--- src/rtl/tl_pkg.sv ---
// tl_pkg: state encoding, default debounce/hold lengths and car-count width for tl_sensor.
package tl_pkg;
    typedef enum logic [1:0] {
        ST_ABSENT  = 2'b00,
        ST_ARM     = 2'b01,
        ST_PRESENT = 2'b11,
        ST_HOLD    = 2'b10
    } tl_state_t;
    localparam int DEB_CYC_DEF  = 4;
    localparam int HOLD_CYC_DEF = 8;
    localparam int CAR_W        = 8;
endpackage

--- src/rtl/tl_sensor_ch.sv ---
// tl_sensor_ch: one detector channel (2-flop sync, debounce/hold FSM); TL_SENSOR_CNT_EN adds a saturating car counter.
module tl_sensor_ch
    import tl_pkg::*;
#(
    parameter int DEB_CYC  = DEB_CYC_DEF,
    parameter int HOLD_CYC = HOLD_CYC_DEF,
    parameter int CNT_W    = 4
) (
    input  logic             clk,
    input  logic             reset_n,
    input  logic             raw,
    output logic             t
`ifdef TL_SENSOR_CNT_EN
    ,
    output logic [CAR_W-1:0] car_cnt
`endif
);
    logic [1:0]       sync;
    logic             s;
    tl_state_t        state;
    logic [CNT_W-1:0] cnt;
    assign s = sync[1];
    assign t = (state == ST_PRESENT) || (state == ST_HOLD);
    always_ff @(posedge clk or negedge reset_n) begin
        if (!reset_n) begin
            sync  <= '0;
            state <= ST_ABSENT;
            cnt   <= '0;
`ifdef TL_SENSOR_CNT_EN
            car_cnt <= '0;
`endif
        end else begin
            sync <= {sync[0], raw};
            case (state)
                ST_ABSENT: begin
                    state <= s ? ST_ARM : ST_ABSENT;
                    cnt   <= s ? CNT_W'(1) : '0;
                end
                ST_ARM: begin
                    if (!s) begin
                        state <= ST_ABSENT;
                        cnt   <= '0;
                    end else if (cnt == CNT_W'(DEB_CYC - 1)) begin
                        state <= ST_PRESENT;
                        cnt   <= '0;
`ifdef TL_SENSOR_CNT_EN
                        car_cnt <= (car_cnt == '1) ? car_cnt : car_cnt + CAR_W'(1);
`endif
                    end else begin
                        cnt <= cnt + CNT_W'(1);
                    end
                end
                ST_PRESENT: begin
                    if (!s) begin
                        state <= ST_HOLD;
                        cnt   <= CNT_W'(1);
                    end
                end
                ST_HOLD: begin
                    // a returning car skips re-debounce and is not a new arrival
                    if (s) begin
                        state <= ST_PRESENT;
                        cnt   <= '0;
                    end else if (cnt == CNT_W'(HOLD_CYC - 1)) begin
                        state <= ST_ABSENT;
                        cnt   <= '0;
                    end else begin
                        cnt <= cnt + CNT_W'(1);
                    end
                end
            endcase
        end
    end
endmodule

--- src/rtl/tl_sensor.sv ---
// tl_sensor: debounced, hold-stretched Ta/Tb for streets A and B; TL_SENSOR_CNT_EN adds ca_cnt/cb_cnt car counts.
module tl_sensor
    import tl_pkg::*;
#(
    parameter int DEB_CYC  = DEB_CYC_DEF,
    parameter int HOLD_CYC = HOLD_CYC_DEF,
    parameter int CNT_W    = 4
) (
    input  logic             clk,
    input  logic             reset_n,
    input  logic             sa_raw,
    input  logic             sb_raw,
    output logic             Ta,
    output logic             Tb
`ifdef TL_SENSOR_CNT_EN
    ,
    output logic [CAR_W-1:0] ca_cnt,
    output logic [CAR_W-1:0] cb_cnt
`endif
);
    tl_sensor_ch #(.DEB_CYC(DEB_CYC), .HOLD_CYC(HOLD_CYC), .CNT_W(CNT_W)) u_a (
        .clk(clk),
        .reset_n(reset_n),
        .raw(sa_raw),
        .t(Ta)
`ifdef TL_SENSOR_CNT_EN
        ,
        .car_cnt(ca_cnt)
`endif
    );
    tl_sensor_ch #(.DEB_CYC(DEB_CYC), .HOLD_CYC(HOLD_CYC), .CNT_W(CNT_W)) u_b (
        .clk(clk),
        .reset_n(reset_n),
        .raw(sb_raw),
        .t(Tb)
`ifdef TL_SENSOR_CNT_EN
        ,
        .car_cnt(cb_cnt)
`endif
    );
endmodule

--- config.mk ---
export PLATFORM = sky130hd
export DESIGN_NAME = tl_sensor
export DESIGN_NICKNAME = d
export VERILOG_FILES = /design/src/rtl/tl_pkg.sv /design/src/rtl/tl_sensor_ch.sv /design/src/rtl/tl_sensor.sv
export SDC_FILE = /design/constraint.sdc
export NUM_CORES = 1
export LEC_CHECK = 0
export CAP_MARGIN = 20
export CORE_ASPECT_RATIO = 1.4
export CORE_MARGIN = 2
export CORE_UTILIZATION = 50
export DETAILED_ROUTE_END_ITERATION = 10
export PLACE_DENSITY_LB_ADDON = 0.15
export SYNTH_ARGS = -nofsm -noshare
export SYNTH_HDL_FRONTEND = slang
export SYNTH_HIERARCHICAL = 1
export SYNTH_SLANG_ARGS = --single-unit
--- constraint.sdc ---
create_clock -name clk -period 1.4 [get_ports clk]
set_input_delay 0.21 -clock clk [delete_from_list [all_inputs] [get_ports clk]]
set_output_delay 0.21 -clock clk [all_outputs]
set_load 0.05 [all_outputs]
# Word-level counts from Yosys, hierarchy flattened
# Index checks and enable logic that the tools add are counted.
[totals]
register_bits = 16
inputBits = 4
output_inout_bits = 2
elab_cells = 58
[op_classes]
addsub = 2
eq_ne = 16
muxes = 28
reduce_logical = 6
[ops]
columns = ["operator", "n"]
rows = [
  ["2-to-1 mux 4 bit", 10],
  ["one-hot mux 4 bit (4 select lines)", 2],
  ["2-to-1 mux 2 bit", 10],
  ["one-hot mux 2 bit (4 select lines)", 2],
  ["adder 4 x 1 -> 4 bit (second input constant)", 2],
  ["equality test 2 bit (second input constant)", 4],
  ["equality test 4 x 2 -> 1 bit (second input constant)", 2],
  ["equality test 4 x 3 -> 1 bit (second input constant)", 2],
  ["!= test 3 x 2 -> 1 bit (second input constant)", 2],
  ["!= test 3 bit (second input constant)", 2],
  ["AND reduction 3 bit", 2],
  ["equality test 2 x 1 -> 1 bit (second input constant)", 2],
  ["zero test 2 bit", 2],
  ["2-to-1 mux 1 bit", 4],
  ["!= test 2 bit (second input constant)", 2],
  ["logical OR 1 bit", 2],
]

# Depth between registers and ports, before layout
[depth]
ltp_word = 4
depth_mapped = 6
mapped_depth_nobuf = 6

# By module
# The synthesis kept the hierarchy.
[modules_own_cells]
columns = ["mod", "instances", "cells_each", "area_each_um2", "seq_area_each_um2"]
rows = [
  ["tl_sensor_ch", 2, 56, 505.5, 200.2],
]

# Least setup slack after synthesis
# OpenSTA, ideal clock, no wires.
[synth_path]
path_type = "register to register"
from = "register u_a.state[0]"
to = "register u_a.cnt[3]"
setup_ns = 0.092
arrival_time_ns = 1.307
required_time_ns = 1.308
slack_ns = 0.001
path_stages_with_launch = 7
n_path_buf = 0
synth_period_minus_slack_ns = 1.399
path_cell_list = "dfrtp_1 > inv_1 > ha_1 > or2b_1 > o22ai_1 > inv_1 > o31ai_2"
[synth_via]
elab_chain_len = 2
elab_cells_between_ends = 6
classes_between = "eq/ne: 4; mux: 1; reduce/logical: 1"
[synth_lines]
columns = ["item", "line", "text"]
rows = [
  ["start: declaration", "tl_sensor_ch.sv:20", "tl_state_t state;"],
  ["start signal: assignment", "tl_sensor_ch.sv:36", "state <= s ? ST_ARM : ST_ABSENT;"],
  ["equality test 2 bit, or another cell as far along", "tl_sensor_ch.sv:34", "case (state)"],
  ["one-hot mux 4 bit (4 select lines) or != test 2 bit (tied branches)", "-", ""],
  ["end signal: assignment", "tl_sensor_ch.sv:37", "cnt <= s ? CNT_W'(1) : '0;"],
  ["end signal: assignment", "tl_sensor_ch.sv:50", "cnt <= cnt + CNT_W'(1);"],
  ["end signal: assignment", "tl_sensor_ch.sv:68", "cnt <= cnt + CNT_W'(1);"],
  ["end: declaration", "tl_sensor_ch.sv:21", "logic [CNT_W-1:0] cnt;"],
]
# Several ways; a longest one is shown, not always the timed one.
# A chain may end at the register's enable or synchronous reset.

# Final worst setup path
[layout_path]
from = "register u_a.state[1]"
to = "output Ta"
[layout_via]
elab_chain_len = 2
elab_cells_between_ends = 3
classes_between = "eq/ne: 2; reduce/logical: 1"
[layout_lines]
columns = ["item", "line", "text"]
rows = [
  ["equality test 2 bit", "tl_sensor_ch.sv:23", "assign t = (state == ST_PRESENT) || (state == ST_HOLD);"],
  ["logical OR 1 bit (*)", "tl_sensor_ch.sv:23", ""],
  ["end: declaration", "tl_sensor.sv:13", "output logic Ta,"],
]
# Every way passes the cells marked *; elsewhere a longest branch is shown, timed or not.

==> impl_metrics.tcl <==
set metrics [dict create \
    power_w 0.00243 \
    die_h_um 57.2 \
    clock_skew_ns 0.00105 \
    tightest_slew_ns 0.308 \
    cts_tree "built" \
    power_leakage_nw 0.667 \
    utilization_pct 80.4 \
    cts_max_level 1 \
    grt_usage_pct 22.7 \
    syn-cell-area_sq_um 1010 \
    post_route_cells_drive_above_1_share_pct 51.0 \
    fmax_mhz 613 \
    slew_viol_final 0 \
    pre_cts_ws_ns -0.145 \
    synth-seq-cells 16 \
    worst_setup_path_end_kind "output port" \
    synth_area_per_cell_sq_um 9.03 \
    critPathMaxFanout 3 \
    hp-class "input pin to async pin" \
    synth_cell_type_count 22 \
    wire_per_inst_um 16.0 \
    clockBufferDepth 2 \
    ant_nets 0 \
    cpPeakStageDelay_ns 0.46 \
    combPwrFrac_pct 61.3 \
    antenna_cells 0 \
    viasPerCell 5.72 \
    grt_pass1_vias 1007 \
    nets 162 \
    internal_power_w 0.00147 \
    violations "negative setup slack" \
    seq_area_frac_synth_pct 39.6 \
    finalHoldViolCount 0 \
    slew_headroom_pct 79.4 \
    worstPathRequired_ns 1.19 \
    die_x_um 42.0 \
    pwr_density_cell_nw_per_um2 1570 \
    root_buffer "clkbuf_4" \
    clk_pin_slew_ns 0.09 \
    path_cells "ha_4 > buf_6 > or2_4 > buf_8" \
    numPortBuffers 5 \
    whs_ns 0.225 \
    setup_viol 10 \
    p_sw_w 0.000958 \
    dieArea_sq_um 2400 \
    status "complete, but fails checks" \
    yosys.area.top_type "dfrtp_1" \
    synth_top_area_share_pct 39.6 \
    clock_latency_ns 0.29 \
    syn_to_final_growth_pct 53.2 \
    setup_ws_ns -0.231 \
    final_cell_mix "buf_4 (21), nand2_1 (14), dfrtp_1 (13)" \
    cts.sinks 16 \
    dp_hpwl_um 1790 \
    design.core.area_sq_um 1930 \
    grt_pass1_wl_um 4080 \
    final_common_cell "buf_4" \
    min_period_ns 1.63 \
    drt_first_pass_iters 4 \
    yosys_warnings 6 \
    drtIter0Drc 28 \
    period_share_pct 117 \
    start_kind "register" \
    start_util_pct 52.5 \
    vias 961 \
    place_congestion 0.912 \
    pwr-share-clk_pct 12.3 \
    critPathArrivalTime_ns 1.42 \
    rsz0062_at_grt "yes" \
    grt_max_degree 17 \
    ios 6 \
    seq_power_share_pct 26.4 \
    placed_area_sq_um 1210 \
    synth_nets 126 \
    routed_wl_um 2690 \
    cts_inserted_buffers 3 \
    grt_overflow_total 0 \
    irDropWorstVdd_uv 1120 \
    antenna_found_initial 0 \
    drc 0 \
    final_cell_area_sq_um 1550 \
    drv_cap 0 \
    syn_inst 112 \
    synth.area.top_cells "dfrtp_1 (40%), ha_1 (12%), o21ai_0 (5.9%), inv_1 (5.2%), nand2_1 (5.2%)" \
    swShare_pct 39.4 \
    slowest_stage "dfrtp_2" \
    worstSetupPathType "register to output port" \
    rows 19 \
]
==> worst paths after layout <==
kind,slack (ns),startpoint,depth (start not counted),endpoint
worst max-delay path,-0.23,u_a/state[1]$_DFFE_PN0P_,4,Ta
worst min register to register,0.36,u_b/sync[0]$_DFF_PN0_,0,u_b/sync[1]$_DFF_PN0_
max in group asynchronous,0.98,reset_n,2,u_b/state[1]$_DFFE_PN0P_
min in group clk,0.35,sb_raw,1,u_b/sync[0]$_DFF_PN0_
worst max register to register,-0.16,u_b/state[0]$_DFFE_PN0P_,6,u_b/cnt[3]$_DFFE_PN0P_
worst min-delay path,0.22,reset_n,2,u_b/cnt[1]$_DFFE_PN0P_
==> critical path: cells and delay by family (launching register included) <==
family	cells	cell delay [ns]
flip-flops	1	0.46
adder cells (fa/ha/maj)	1	0.18
buffers and inverters	2	0.26
AND/OR/NAND/NOR	1	0.23
==> repair_timing <==
item / in CTS / in global routing
resized for setup: 36 / 32
buffers inserted: 7 / 5
endpoints found under the setup margin: 11 / 14
pin swaps: 13 / 11
hold buffers: 0 / 0
==> kinds of logic (layout without fill, tap and decap cells) <==
logic type      after synthesis  after routing  share of synthesized area (%)
simple gates                 34             34                           17.3
buf+inv                      16             51                           7.43
fa+ha+maj                    10             10                           12.4
compound gates               36             36                           23.3
flops                        16             16                           39.6
==> metrics by stage <==
| step | TNS (ns) | cells |
|---|---|---|
| 2_1_floorplan | 0 | 112 |
| 3_3_place_gp | -0.185 | 156 |
| 3_5_place_dp | -0.559 | 156 |
| 4_1_cts | -0.519 | 166 |
| 5_1_grt | -1.63 | 168 |
| 6_report | -1.03 | 168 |
==> cell usage after synthesis <==
cell type   n
a21oi_1     6
a32o_1      2
and2_1      2
and3b_1     2
buf_6       2
dfrtp_1    16
ha_1       10
inv_1      14
nand2_1    14
nand2b_1    2
nand3_1     4
nor2_1      2
nor3_1      2
nor3b_1     2
o211ai_1    4
o21ai_0    12
o221ai_1    2
o22ai_1     6
o31ai_1     2
o31ai_2     2
or2_2       2
or2b_1      2
==> power groups by stage <==
stage	clock network [W]	registers, W	logic, W
2_1_floorplan	0	0.000609	0.000541
3_3_place_gp	0	0.000601	0.000923
3_5_place_dp	0	0.000607	0.000943
4_1_cts	0.000312	0.000610	0.00121
5_1_grt	0.000326	0.000652	0.00161
6_report	0.000299	0.000643	0.00149
==> final cells by class <==
class,instances,area [sq um]
clock buffers,4,36.3
fillers,118,377
inverters,14,57.6
multi-input cells,80,728
flip-flops and latches,16,404
well taps,21,26.3
repair buffers,33,297
==> flip-flops by register name, summed over array words and instances, names as in the netlist <==
name	count
u_a/cnt	4
u_b/cnt	4
u_a/state	2
u_a/sync	2
u_b/state	2
u_b/sync	2
==> layer usage <==
metal  up-vias  GRT usage, %  routed length (um)
met3        10          3.16                  69
met4         0          15.2                  93
met5         -             0                   0
met2        26          45.1                1510
met1       458          20.1                1020
li1        467             -                   -
(Power assumes the default switching activity.)
